<file path="src/rtl/perim_feeder.sv">
// Upstream feeder for the perimeter consumer: small (a,b) FIFO plus 4-phase dav_/rfd issuer.
// Optional rfd-edge timeout with sticky err is compiled in with `define PERIM_FEEDER_TIMEOUT_EN.
module perim_feeder #(
    parameter int DEPTH   = 4,
    parameter int CNT_W   = 8,
    parameter int TIMEOUT = 16
) (
    input  logic                     clock,
    input  logic                     reset_,
    input  logic [3:0]               in_a,
    input  logic [3:0]               in_b,
    input  logic                     in_valid,
    output logic                     in_ready,
    output logic [3:0]               a,
    output logic [3:0]               b,
    output logic                     dav_,
    input  logic                     rfd,
    output logic [$clog2(DEPTH):0]   level,
    output logic [CNT_W-1:0]         sent,
    output logic                     err
);

    localparam int PTR_W = $clog2(DEPTH);
    localparam int LVL_W = PTR_W + 1;

    if (DEPTH < 2 || (DEPTH & (DEPTH - 1)) != 0 || CNT_W < 1 || TIMEOUT < 1) begin : g_param_check
        $error("perim_feeder: DEPTH must be a power of 2 >= 2, CNT_W and TIMEOUT >= 1");
    end

    typedef enum logic [1:0] {
        IDLE    = 2'd0,
        WAIT_LO = 2'd1,
        WAIT_HI = 2'd2
    } state_t;

    state_t             state_q, state_d;
    logic [PTR_W-1:0]   wr_ptr_q, wr_ptr_d;
    logic [PTR_W-1:0]   rd_ptr_q, rd_ptr_d;
    logic [LVL_W-1:0]   level_q, level_d;
    logic [3:0]         a_q, a_d;
    logic [3:0]         b_q, b_d;
    logic               dav_q, dav_d;
    logic [CNT_W-1:0]   sent_q, sent_d;
    logic [7:0]         mem_q [DEPTH];
    logic [7:0]         head;
    logic               push;
    logic               pop;

`ifdef PERIM_FEEDER_TIMEOUT_EN
    localparam int TMO_W = $clog2(TIMEOUT + 1);
    logic [TMO_W-1:0]   tmo_q, tmo_d;
    logic               err_q, err_d;
`endif

    assign head     = mem_q[rd_ptr_q];
    assign in_ready = (level_q != LVL_W'(DEPTH));
    assign push     = in_valid && in_ready;

    always_comb begin
        state_d = state_q;
        a_d     = a_q;
        b_d     = b_q;
        dav_d   = dav_q;
        sent_d  = sent_q;
        pop     = 1'b0;

        case (state_q)
            IDLE: begin
                // Head is taken from the pre-edge FIFO, so a same-cycle push can never issue.
                if (level_q != '0 && rfd) begin
                    a_d     = head[7:4];
                    b_d     = head[3:0];
                    dav_d   = 1'b0;
                    state_d = WAIT_LO;
                end
            end
            WAIT_LO: begin
                if (!rfd) begin
                    dav_d   = 1'b1;
                    pop     = 1'b1;
                    state_d = WAIT_HI;
                end
            end
            WAIT_HI: begin
                if (rfd) begin
                    sent_d  = sent_q + CNT_W'(1);
                    state_d = IDLE;
                end
            end
            default: begin
                dav_d   = 1'b1;
                state_d = IDLE;
            end
        endcase

`ifdef PERIM_FEEDER_TIMEOUT_EN
        err_d = err_q;
        tmo_d = '0;
        // Normal handshake progress wins; the timeout only fires while stuck in a wait state.
        if (state_q != IDLE && state_d == state_q) begin
            if (tmo_q == TMO_W'(TIMEOUT - 1)) begin
                err_d   = 1'b1;
                dav_d   = 1'b1;
                pop     = (state_q == WAIT_LO);
                state_d = IDLE;
            end else begin
                tmo_d = tmo_q + TMO_W'(1);
            end
        end
`endif

        wr_ptr_d = push ? wr_ptr_q + PTR_W'(1) : wr_ptr_q;
        rd_ptr_d = pop  ? rd_ptr_q + PTR_W'(1) : rd_ptr_q;

        case ({push, pop})
            2'b10:   level_d = level_q + LVL_W'(1);
            2'b01:   level_d = level_q - LVL_W'(1);
            default: level_d = level_q;
        endcase
    end

    always_ff @(posedge clock) begin
        if (reset_) begin
            state_q  <= IDLE;
            wr_ptr_q <= '0;
            rd_ptr_q <= '0;
            level_q  <= '0;
            a_q      <= '0;
            b_q      <= '0;
            dav_q    <= 1'b1;
            sent_q   <= '0;
        end else begin
            state_q  <= state_d;
            wr_ptr_q <= wr_ptr_d;
            rd_ptr_q <= rd_ptr_d;
            level_q  <= level_d;
            a_q      <= a_d;
            b_q      <= b_d;
            dav_q    <= dav_d;
            sent_q   <= sent_d;
        end
    end

    always_ff @(posedge clock) begin
        if (push) begin
            mem_q[wr_ptr_q] <= {in_a, in_b};
        end
    end

`ifdef PERIM_FEEDER_TIMEOUT_EN
    always_ff @(posedge clock) begin
        if (reset_) begin
            tmo_q <= '0;
            err_q <= 1'b0;
        end else begin
            tmo_q <= tmo_d;
            err_q <= err_d;
        end
    end

    assign err = err_q;
`else
    assign err = 1'b0;
`endif

    assign a     = a_q;
    assign b     = b_q;
    assign dav_  = dav_q;
    assign level = level_q;
    assign sent  = sent_q;

endmodule
</file>
<file path="config.mk">
export PLATFORM = sky130hd
export DESIGN_NAME = perim_feeder
export DESIGN_NICKNAME = d
export VERILOG_FILES = /design/src/rtl/perim_feeder.sv
export SDC_FILE = /design/constraint.sdc
export NUM_CORES = 1
export LEC_CHECK = 0
export CORE_ASPECT_RATIO = 0.8
export CORE_MARGIN = 2
export CORE_UTILIZATION = 45
export CTS_BUF_LIST = sky130_fd_sc_hd__clkbuf_4 sky130_fd_sc_hd__clkbuf_8
export CTS_CLUSTER_SIZE = 28
export DETAILED_ROUTE_END_ITERATION = 6
export HOLD_SLACK_MARGIN = 0.06
export PLACE_DENSITY = 0.68
export SYNTH_ARGS = -nofsm -noshare
export SYNTH_HDL_FRONTEND = slang
export SYNTH_SLANG_ARGS = --single-unit
</file>
<file path="constraint.sdc">
create_clock -name clock -period 3.1 [get_ports clock]
set_clock_uncertainty 0.15 [all_clocks]
set_input_delay 0.465 -clock clock [delete_from_list [all_inputs] [get_ports clock]]
set_output_delay 0.465 -clock clock [all_outputs]
set_load 0.01 [all_outputs]
</file>
==> results of run 1 <==
cell type report:
class	count	share of cell area
sequential	58	0.499
multi-input combinational	109	0.284
timing repair buffer	34	0.113
clock buffer	9	0.0418
clock inverter	7	0.0270
tap	62	0.0261
inverter	7	0.00886
sequential cells by signal, summed over array words and instances (netlist names):
name / flops
mem_q: 32
sent: 8
a: 4
b: 4
level: 3
rd_ptr_q: 2
state_q: 2
wr_ptr_q: 2
dav_: 1
worst max path at each step:
| stage | to | slack (ns) | cells past startpoint |
|---|---|---|---|
| 4_1_cts | level[2] | 0.58 | 8 |
| 6_report | level[2] | 0.59 | 8 |
| 2_1_floorplan | level[2] | 0.74 | 9 |
| 5_1_grt | level[2] | 0.37 | 7 |
| 3_5_place_dp | level[2] | 0.22 | 8 |
| 3_3_place_gp | level[2] | 0.30 | 8 |
per-layer routing:
metal / vias up / GRT usage
met5: - / 0
met4: 0 / 0.0794
met3: 7 / 0.0679
met2: 41 / 0.203
met1: 694 / 0.222
li1: 751 / -
cell usage in the layout, fill, tap and decap left out, types with 6 or more instances in the layout:
cell / n
sky130_fd_sc_hd__dfxtp_1: 26
sky130_fd_sc_hd__o21ai_0: 12
sky130_fd_sc_hd__edfxtp_1: 32
sky130_fd_sc_hd__nand3_1: 12
sky130_fd_sc_hd__mux4_2: 8
sky130_fd_sc_hd__inv_1: 7
sky130_fd_sc_hd__a21oi_1: 16
sky130_fd_sc_hd__nor2_1: 11
sky130_fd_sc_hd__ha_1: 6
sky130_fd_sc_hd__clkbuf_8: 9
sky130_fd_sc_hd__clkdlybuf4s50_1: 32
stage by stage:
stage / area [sq um] / worst slack [ns]
floorplan: 2410 / 0.739
global placement: 2760 / 0.304
detailed placement: 2760 / 0.221
CTS: 2970 / 0.579
global route: 2970 / 0.369
finish: 2970 / 0.586
synth_stat cells (all sizes together):
cell / n / area (sq um)
a21o: 2 / 15.0
a21oi: 16 / 80.1
and3: 4 / 25.0
and4bb: 1 / 12.5
buf: 7 / 41.3
clkbuf: 5 / 18.8
conb: 1 / 3.75
dfxtp: 26 / 521
edfxtp: 32 / 961
fa: 1 / 20.0
ha: 6 / 75.1
inv: 7 / 26.3
mux2: 2 / 22.5
mux2i: 1 / 10.0
mux4: 8 / 180
nand2: 4 / 15.0
nand3: 12 / 60.1
nand3b: 1 / 20.0
nand4: 1 / 6.26
nand4b: 1 / 8.76
nor2: 11 / 41.3
nor2b: 2 / 12.5
nor3: 4 / 20.0
nor3b: 2 / 20.0
nor4: 1 / 6.26
o21ai: 12 / 60.1
o31ai: 1 / 7.51
or2b: 1 / 7.51
or3: 4 / 26.3
or3b: 2 / 17.5
or4: 1 / 7.51
xnor2: 3 / 26.3
xor2: 4 / 35.0
cells by family after synthesis:
family | after synthesis | share of synthesized area
flip-flops | 58 | 0.615
AND/OR/NAND/NOR | 52 | 0.127
AO/OA/AOI/OAI | 31 | 0.0675
buffers and inverters | 19 | 0.0358
multiplexers | 11 | 0.0883
adder cells (fa/ha/maj) | 7 | 0.0395
XOR/XNOR | 7 | 0.0254
other | 1 | 0.00156
worst max-delay path, delay by kind of cell:
kind | cells | cell delay, ns
and+or+nand+nor | 2 | 0.70
buffers and inverters | 2 | 0.50
AOI/OAI and AO/OA | 1 | 0.15
adders and majority gates | 2 | 0.64
xor gates and xnor gates | 1 | 0.16
power by group:
part	internal [W]	total, W	switching, W
Clock	0.000375	0.000691	0.000316
Sequential	0.000854	0.000883	0.0000291
Combinational	0.0000970	0.000199	0.000102
==> metrics.txt, run 1 <==
# TYPE chip_impl_metric gauge
chip_impl_info{name="outcome",value="finished clean"} 1
chip_impl_metric{name="hold_buffers",unit=""} 0
chip_impl_metric{name="cts.sink_count",unit=""} 58
chip_impl_info{name="critical_path.slowest_cell",value="sky130_fd_sc_hd__clkdlybuf4s50_1"} 1
chip_impl_info{name="crit_path_cell_trace",value="clkdlybuf4s50_1 > nor3b_1 > ha_1 > inv_1 > fa_1 > xor2_1 > or3_1 > a21oi_1"} 1
chip_impl_metric{name="antennaDiodeCount",unit=""} 0
chip_impl_info{name="cp_startpoint_kind",value="primary input"} 1
chip_impl_metric{name="crit_required",unit="ns"} 3.21
chip_impl_metric{name="worst_hold_path.num_cells",unit=""} 2
chip_impl_metric{name="antenna_violations_before_repair",unit=""} 0
chip_impl_metric{name="utilization",unit=""} 0.582
chip_impl_metric{name="post_cts_buffers",unit=""} 0
chip_impl_metric{name="dr_total_vias",unit=""} 1493
chip_impl_metric{name="final.min_clock_period",unit="ns"} 2.51
chip_impl_metric{name="postSynthAreaPerCell",unit="sq um"} 13.0
chip_impl_metric{name="max_cap_viol",unit=""} 0
chip_impl_info{name="worst_setup_path_end_kind",value="register"} 1
chip_impl_metric{name="pin_count",unit=""} 34
chip_impl_metric{name="wire_length_of_the_first_global_routing_pass",unit="mm"} 6.88
chip_impl_metric{name="detail_route.iter0.violations",unit=""} 50
chip_impl_metric{name="numCtsBuffers",unit=""} 9
chip_impl_metric{name="drc",unit=""} 0
chip_impl_info{name="min_from",value="dav_"} 1
chip_impl_metric{name="netlist_area",unit="sq um"} 2410
chip_impl_metric{name="areaGrowthSynthToFinish",unit="%"} 23.1
chip_impl_metric{name="final_nets",unit=""} 238
chip_impl_metric{name="finalHoldWorstSlack",unit="ns"} 0.313
chip_impl_metric{name="layout.area.seq",unit="sq um"} 1480
chip_impl_metric{name="tightestPinTransition",unit="ns"} 0.913
chip_impl_metric{name="clk_latency",unit="ns"} 0.34
chip_impl_metric{name="final_standard_cell_count_with_taps_included_and_fillers_excluded",unit=""} 286
chip_impl_metric{name="post_cts.resized_instances",unit=""} 0
chip_impl_metric{name="syn_inst",unit=""} 186
chip_impl_metric{name="grt_max_degree",unit=""} 18
chip_impl_metric{name="grt_remaining_overflow",unit=""} 0
chip_impl_info{name="hold_path_class",value="reg -> reg"} 1
chip_impl_metric{name="routed-wl-met3",unit="um"} 250
chip_impl_metric{name="fp.dieH",unit="um"} 69.5
chip_impl_metric{name="timing.final.crit_share",unit=""} 0.811
chip_impl_metric{name="critPathArrivalTime",unit="ns"} 2.62
chip_impl_metric{name="finalPower",unit="W"} 0.00177
chip_impl_metric{name="timing.fmax",unit="MHz"} 398
chip_impl_metric{name="wl_met2",unit="mm"} 1.70
chip_impl_metric{name="num-fill-cells",unit=""} 428
chip_impl_metric{name="critical_path_peak_fanout",unit=""} 2
chip_impl_metric{name="synthDistinctLibCells",unit=""} 38
chip_impl_metric{name="clkSlewWorstSetupHoldPaths",unit="ns"} 0.07
chip_impl_metric{name="cellLeakagePower",unit="nW"} 1.03
chip_impl_metric{name="power_per_cell_area",unit="nW/um^2"} 598
chip_impl_metric{name="rows",unit=""} 23
chip_impl_metric{name="detail-route-antenna-nets",unit=""} 0
chip_impl_metric{name="fp.dieArea",unit="sq um"} 5960
chip_impl_metric{name="area_occupied_by_multi_input_gates",unit="sq um"} 842
chip_impl_metric{name="drive_above_1_share",unit=""} 0.143
chip_impl_info{name="route.top_layer_used",value="met4"} 1
chip_impl_metric{name="reg2reg_slack",unit="ns"} 0.59
chip_impl_metric{name="yosys_warnings",unit=""} 0
chip_impl_metric{name="floorplan.die.width",unit="um"} 85.8
chip_impl_info{name="path_class",value="in -> reg"} 1
chip_impl_info{name="r2r_end",value="level[2]"} 1
chip_impl_metric{name="clock_path_buffers",unit=""} 2
chip_impl_metric{name="synth_fp_nets",unit=""} 205
chip_impl_metric{name="core_area",unit="sq um"} 5090
chip_impl_info{name="hold-path-endpoint",value="dav_"} 1
chip_impl_metric{name="count_of_tritonroute_iterations_in_the_first_routing_pass",unit=""} 6
chip_impl_metric{name="ys_seq_elements",unit=""} 58
chip_impl_metric{name="first_global_vias",unit=""} 1410
chip_impl_metric{name="track_usage",unit=""} 0.157
chip_impl_metric{name="slew_headroom",unit=""} 0.386
chip_impl_metric{name="reg2regPathDepth",unit=""} 8
chip_impl_metric{name="drt-met1-wl",unit="mm"} 2.06
chip_impl_metric{name="ir_worst_vdd",unit="mV"} 0.368
chip_impl_metric{name="floorplan.initialDensity",unit=""} 0.473
chip_impl_metric{name="avgViaCountPerCell",unit=""} 5.22
chip_impl_metric{name="maxSlewViolCount",unit=""} 0
chip_impl_metric{name="htreeDepth",unit=""} 3
chip_impl_info{name="clock_tree_from_tritoncts",value="built"} 1
chip_impl_metric{name="dpl.cell_count",unit=""} 270
chip_impl_metric{name="place.port_buffers",unit=""} 32
chip_impl_info{name="regToRegStartpoint",value="level[2]"} 1
chip_impl_metric{name="gpl.final_weighted_congestion",unit=""} 0.731
chip_impl_metric{name="finalSetupViolCount",unit=""} 0
chip_impl_metric{name="routed_wire_length_per_instance",unit="um"} 14.3
chip_impl_info{name="worst_setup_path_startpoint",value="rfd"} 1
chip_impl_metric{name="wl_final",unit="mm"} 4.10
chip_impl_metric{name="cpPeakStageDelay",unit="ns"} 0.44
chip_impl_info{name="clk_root_buffer_cell",value="sky130_fd_sc_hd__clkbuf_8"} 1
chip_impl_metric{name="setup_tns",unit="ns"} 0
chip_impl_metric{name="yosysSeqAreaShare",unit=""} 0.615
chip_impl_metric{name="post_dp_hpwl",unit="mm"} 2.84
chip_impl_metric{name="timing.final.hold_violations",unit=""} 0
chip_impl_info{name="rsz_0062_raised_after_global_routing",value="no"} 1
(Power assumes the default switching activity.)
==> inputs of run 2 (changes only) <==
PLACE_DENSITY = 0.7   (was 0.68)
clock period = 2 ns   (was 3.1 ns; I/O delays follow)
==> run 2 against run 1 <==
Clock power up 36%. The flow now finishes with violations (DRC, setup timing). Sequential power up 53%. Flip-flop and latch count unchanged. Die area unchanged. Non-clock buffer count rose by 23. Register-to-register slack worse by 0.71 ns. Combinational power up 100%. Critical path depth unchanged. Cell count is 8.0% higher. Global-route usage up 0.99 points. Sequential share of layout area is 2.8 points lower. Highest routed layer unchanged. First-iteration DRC count up 34%.
==> metrics.txt, run 2 (synthesized netlist as in run 1, its figures left out) <==
# TYPE chip_impl_metric gauge
chip_impl_info{name="outcome",value="finished with violations"} 1
chip_impl_info{name="violations",value="DRC, setup timing"} 1
chip_impl_metric{name="final.min_clock_period",unit="ns"} 2.13
chip_impl_metric{name="ir_worst_vdd",unit="mV"} 0.546
chip_impl_metric{name="cpPeakStageDelay",unit="ns"} 0.40
chip_impl_metric{name="post_dp_hpwl",unit="mm"} 3.04
chip_impl_info{name="layout.cells.most_common",value="sky130_fd_sc_hd__edfxtp_1"} 1
chip_impl_metric{name="cellLeakagePower",unit="nW"} 1.14
chip_impl_info{name="worst_setup_path_end_kind",value="register"} 1
chip_impl_metric{name="dr_total_vias",unit=""} 1584
chip_impl_metric{name="power_report.internal_total",unit="W"} 0.00198
chip_impl_metric{name="final_standard_cell_count_with_taps_included_and_fillers_excluded",unit=""} 309
chip_impl_metric{name="hold_buffers",unit=""} 0
chip_impl_metric{name="pin_count",unit=""} 34
chip_impl_metric{name="count_of_tritonroute_iterations_in_the_first_routing_pass",unit=""} 7
chip_impl_info{name="hold_path_class",value="reg -> reg"} 1
chip_impl_metric{name="avgViaCountPerCell",unit=""} 5.13
chip_impl_metric{name="drc",unit=""} 3
chip_impl_metric{name="dpl.cell_count",unit=""} 291
chip_impl_info{name="critical_path.slowest_cell",value="sky130_fd_sc_hd__or3b_4"} 1
chip_impl_metric{name="flip_flop_count_of_the_largest_register_all_copies_and_words_added",unit=""} 32
chip_impl_metric{name="maxSlewViolCount",unit=""} 0
chip_impl_metric{name="switching_power",unit="W"} 0.000704
chip_impl_metric{name="share_comb_of_total_power",unit=""} 0.148
chip_impl_metric{name="antennaDiodeCount",unit=""} 0
chip_impl_info{name="cp_startpoint_kind",value="register"} 1
chip_impl_info{name="mostFrequentLayoutCells",value="sky130_fd_sc_hd__edfxtp_1 (32), sky130_fd_sc_hd__clkdlybuf4s50_1 (31), sky130_fd_sc_hd__buf_4 (25)"} 1
chip_impl_info{name="clock_tree_from_tritoncts",value="built"} 1
chip_impl_metric{name="design_area",unit="sq um"} 3160
chip_impl_metric{name="numCtsBuffers",unit=""} 9
chip_impl_metric{name="detail-route-antenna-nets",unit=""} 0
chip_impl_metric{name="areaGrowthSynthToFinish",unit="%"} 31.1
chip_impl_metric{name="rows",unit=""} 23
chip_impl_metric{name="clk_latency",unit="ns"} 0.33
chip_impl_metric{name="crit_required",unit="ns"} 2.11
chip_impl_metric{name="floorplan.die.width",unit="um"} 85.8
chip_impl_metric{name="placedInstanceArea",unit="sq um"} 2950
chip_impl_metric{name="final_nets",unit=""} 261
chip_impl_metric{name="seq_power_share",unit=""} 0.503
chip_impl_info{name="path_class",value="reg -> reg"} 1
chip_impl_info{name="min_from",value="dav_"} 1
chip_impl_metric{name="timing.final.hold_violations",unit=""} 0
chip_impl_info{name="clk_root_buffer_cell",value="sky130_fd_sc_hd__clkbuf_8"} 1
chip_impl_metric{name="fp.dieArea",unit="sq um"} 5960
chip_impl_metric{name="power_per_cell_area",unit="nW/um^2"} 850
chip_impl_metric{name="finalSetupViolCount",unit=""} 1
chip_impl_metric{name="gpl.final_weighted_congestion",unit=""} 0.694
chip_impl_metric{name="p_clk_frac",unit=""} 0.349
chip_impl_metric{name="grt_max_degree",unit=""} 25
chip_impl_metric{name="htreeDepth",unit=""} 3
chip_impl_metric{name="routed_wire_length_per_instance",unit="um"} 14.2
chip_impl_info{name="rsz_0062_raised_after_global_routing",value="yes"} 1
chip_impl_metric{name="detail_route.iter0.violations",unit=""} 67
chip_impl_metric{name="antenna_violations_before_repair",unit=""} 0
chip_impl_metric{name="critical_path_buffers_and_inverters",unit=""} 1
chip_impl_metric{name="critPathArrivalTime",unit="ns"} 2.24
chip_impl_metric{name="num-fill-cells",unit=""} 419
chip_impl_info{name="worst_setup_path_startpoint",value="level[1]"} 1
chip_impl_metric{name="drive_above_1_share",unit=""} 0.267
chip_impl_metric{name="finalHoldWorstSlack",unit="ns"} 0.314
chip_impl_metric{name="timing.fmax",unit="MHz"} 471
chip_impl_info{name="crit_family",value="simple AND/OR/NAND/NOR gates"} 1
chip_impl_metric{name="timing.final.crit_share",unit=""} 1.06
chip_impl_metric{name="first_global_vias",unit=""} 1556
chip_impl_metric{name="fp.dieH",unit="um"} 69.5
chip_impl_metric{name="grt_remaining_overflow",unit=""} 0
chip_impl_metric{name="wl_final",unit="mm"} 4.40
chip_impl_metric{name="wire_length_of_the_first_global_routing_pass",unit="mm"} 7.43
chip_impl_info{name="regMostFlops",value="mem_q"} 1
chip_impl_metric{name="clkSlewWorstSetupHoldPaths",unit="ns"} 0.07
chip_impl_metric{name="finalWorstSetupSlack",unit="ns"} -0.125
chip_impl_metric{name="place.port_buffers",unit=""} 32
chip_impl_metric{name="critical_path_peak_fanout",unit=""} 2
chip_impl_metric{name="track_usage",unit=""} 0.167
chip_impl_metric{name="clock_path_buffers",unit=""} 2
chip_impl_metric{name="core_area",unit="sq um"} 5090
chip_impl_metric{name="floorplan.initialDensity",unit=""} 0.473
chip_impl_info{name="regToRegStartpoint",value="level[1]"} 1
chip_impl_metric{name="switching_share",unit=""} 0.262
chip_impl_info{name="crit_path_cell_trace",value="or3b_4 > nand2_4 > ha_4 > inv_2 > fa_2 > xor2_1 > or3_1 > a21oi_1"} 1
chip_impl_metric{name="cts.sink_count",unit=""} 58
chip_impl_metric{name="max_cap_viol",unit=""} 0
run 2: per-stage QoR:
stage	TNS (ns)	utilization	total power, W	setup slack, ns
5_1_grt	-0.253	0.620	0.00283	-0.210
6_report	-0.125	0.620	0.00268	-0.125
3_3_place_gp	-0.744	0.579	0.00175	-0.440
3_5_place_dp	-0.760	0.579	0.00176	-0.412
2_1_floorplan	-0.292	-	0.00159	-0.220
4_1_cts	-0.117	0.616	0.00270	-0.117
run 2: path summary, 6_finish.rpt:
| path | end | slack (ns) | cells after the start |
|---|---|---|---|
| worst min-delay path | dav_ | 0.31 | 2 |
| worst max-delay path | level[2] | -0.13 | 8 |
| worst min register to register | dav_ | 0.31 | 2 |
| worst max register to register | level[2] | -0.13 | 8 |
run 2: layout make-up:
type | count | area (sq um) | share of cell area
sequential | 58 | 1490 | 0.472
multi-input combinational | 109 | 878 | 0.278
timing repair buffer | 57 | 508 | 0.161
clock buffer | 9 | 124 | 0.0392
tap | 62 | 77.6 | 0.0246
clock inverter | 7 | 55.1 | 0.0174
inverter | 7 | 26.3 | 0.00832
run 2: power groups by stage:
stage          clock network (W)  logic, W  registers (W)
2_1_floorplan                  0  0.000198        0.00139
3_3_place_gp                   0  0.000379        0.00137
3_5_place_dp                   0  0.000387        0.00138
4_1_cts                 0.000965  0.000390        0.00135
5_1_grt                  0.00103  0.000439        0.00136
6_report                0.000937  0.000398        0.00135
run 2: timing repair:
item,in CTS,in global routing
buffers inserted,1,1
setup endpoints to repair,3,3
pin swaps,2,1
gates resized for setup,2,4
run 2: layer usage:
metal  share of wire  up-vias  track usage
met5               0        -            0
met2            0.45       36        0.241
met1            0.48      750        0.222
li1                -      793            -
met3           0.052        5       0.0714
met4           0.016        0       0.0635
run 2: worst min-delay path, cell delays in order (launching register included):
cell	delay (ns)
sky130_fd_sc_hd__dfxtp_1	0.31
sky130_fd_sc_hd__o21ai_0	0.07
sky130_fd_sc_hd__nand2_1	0.05
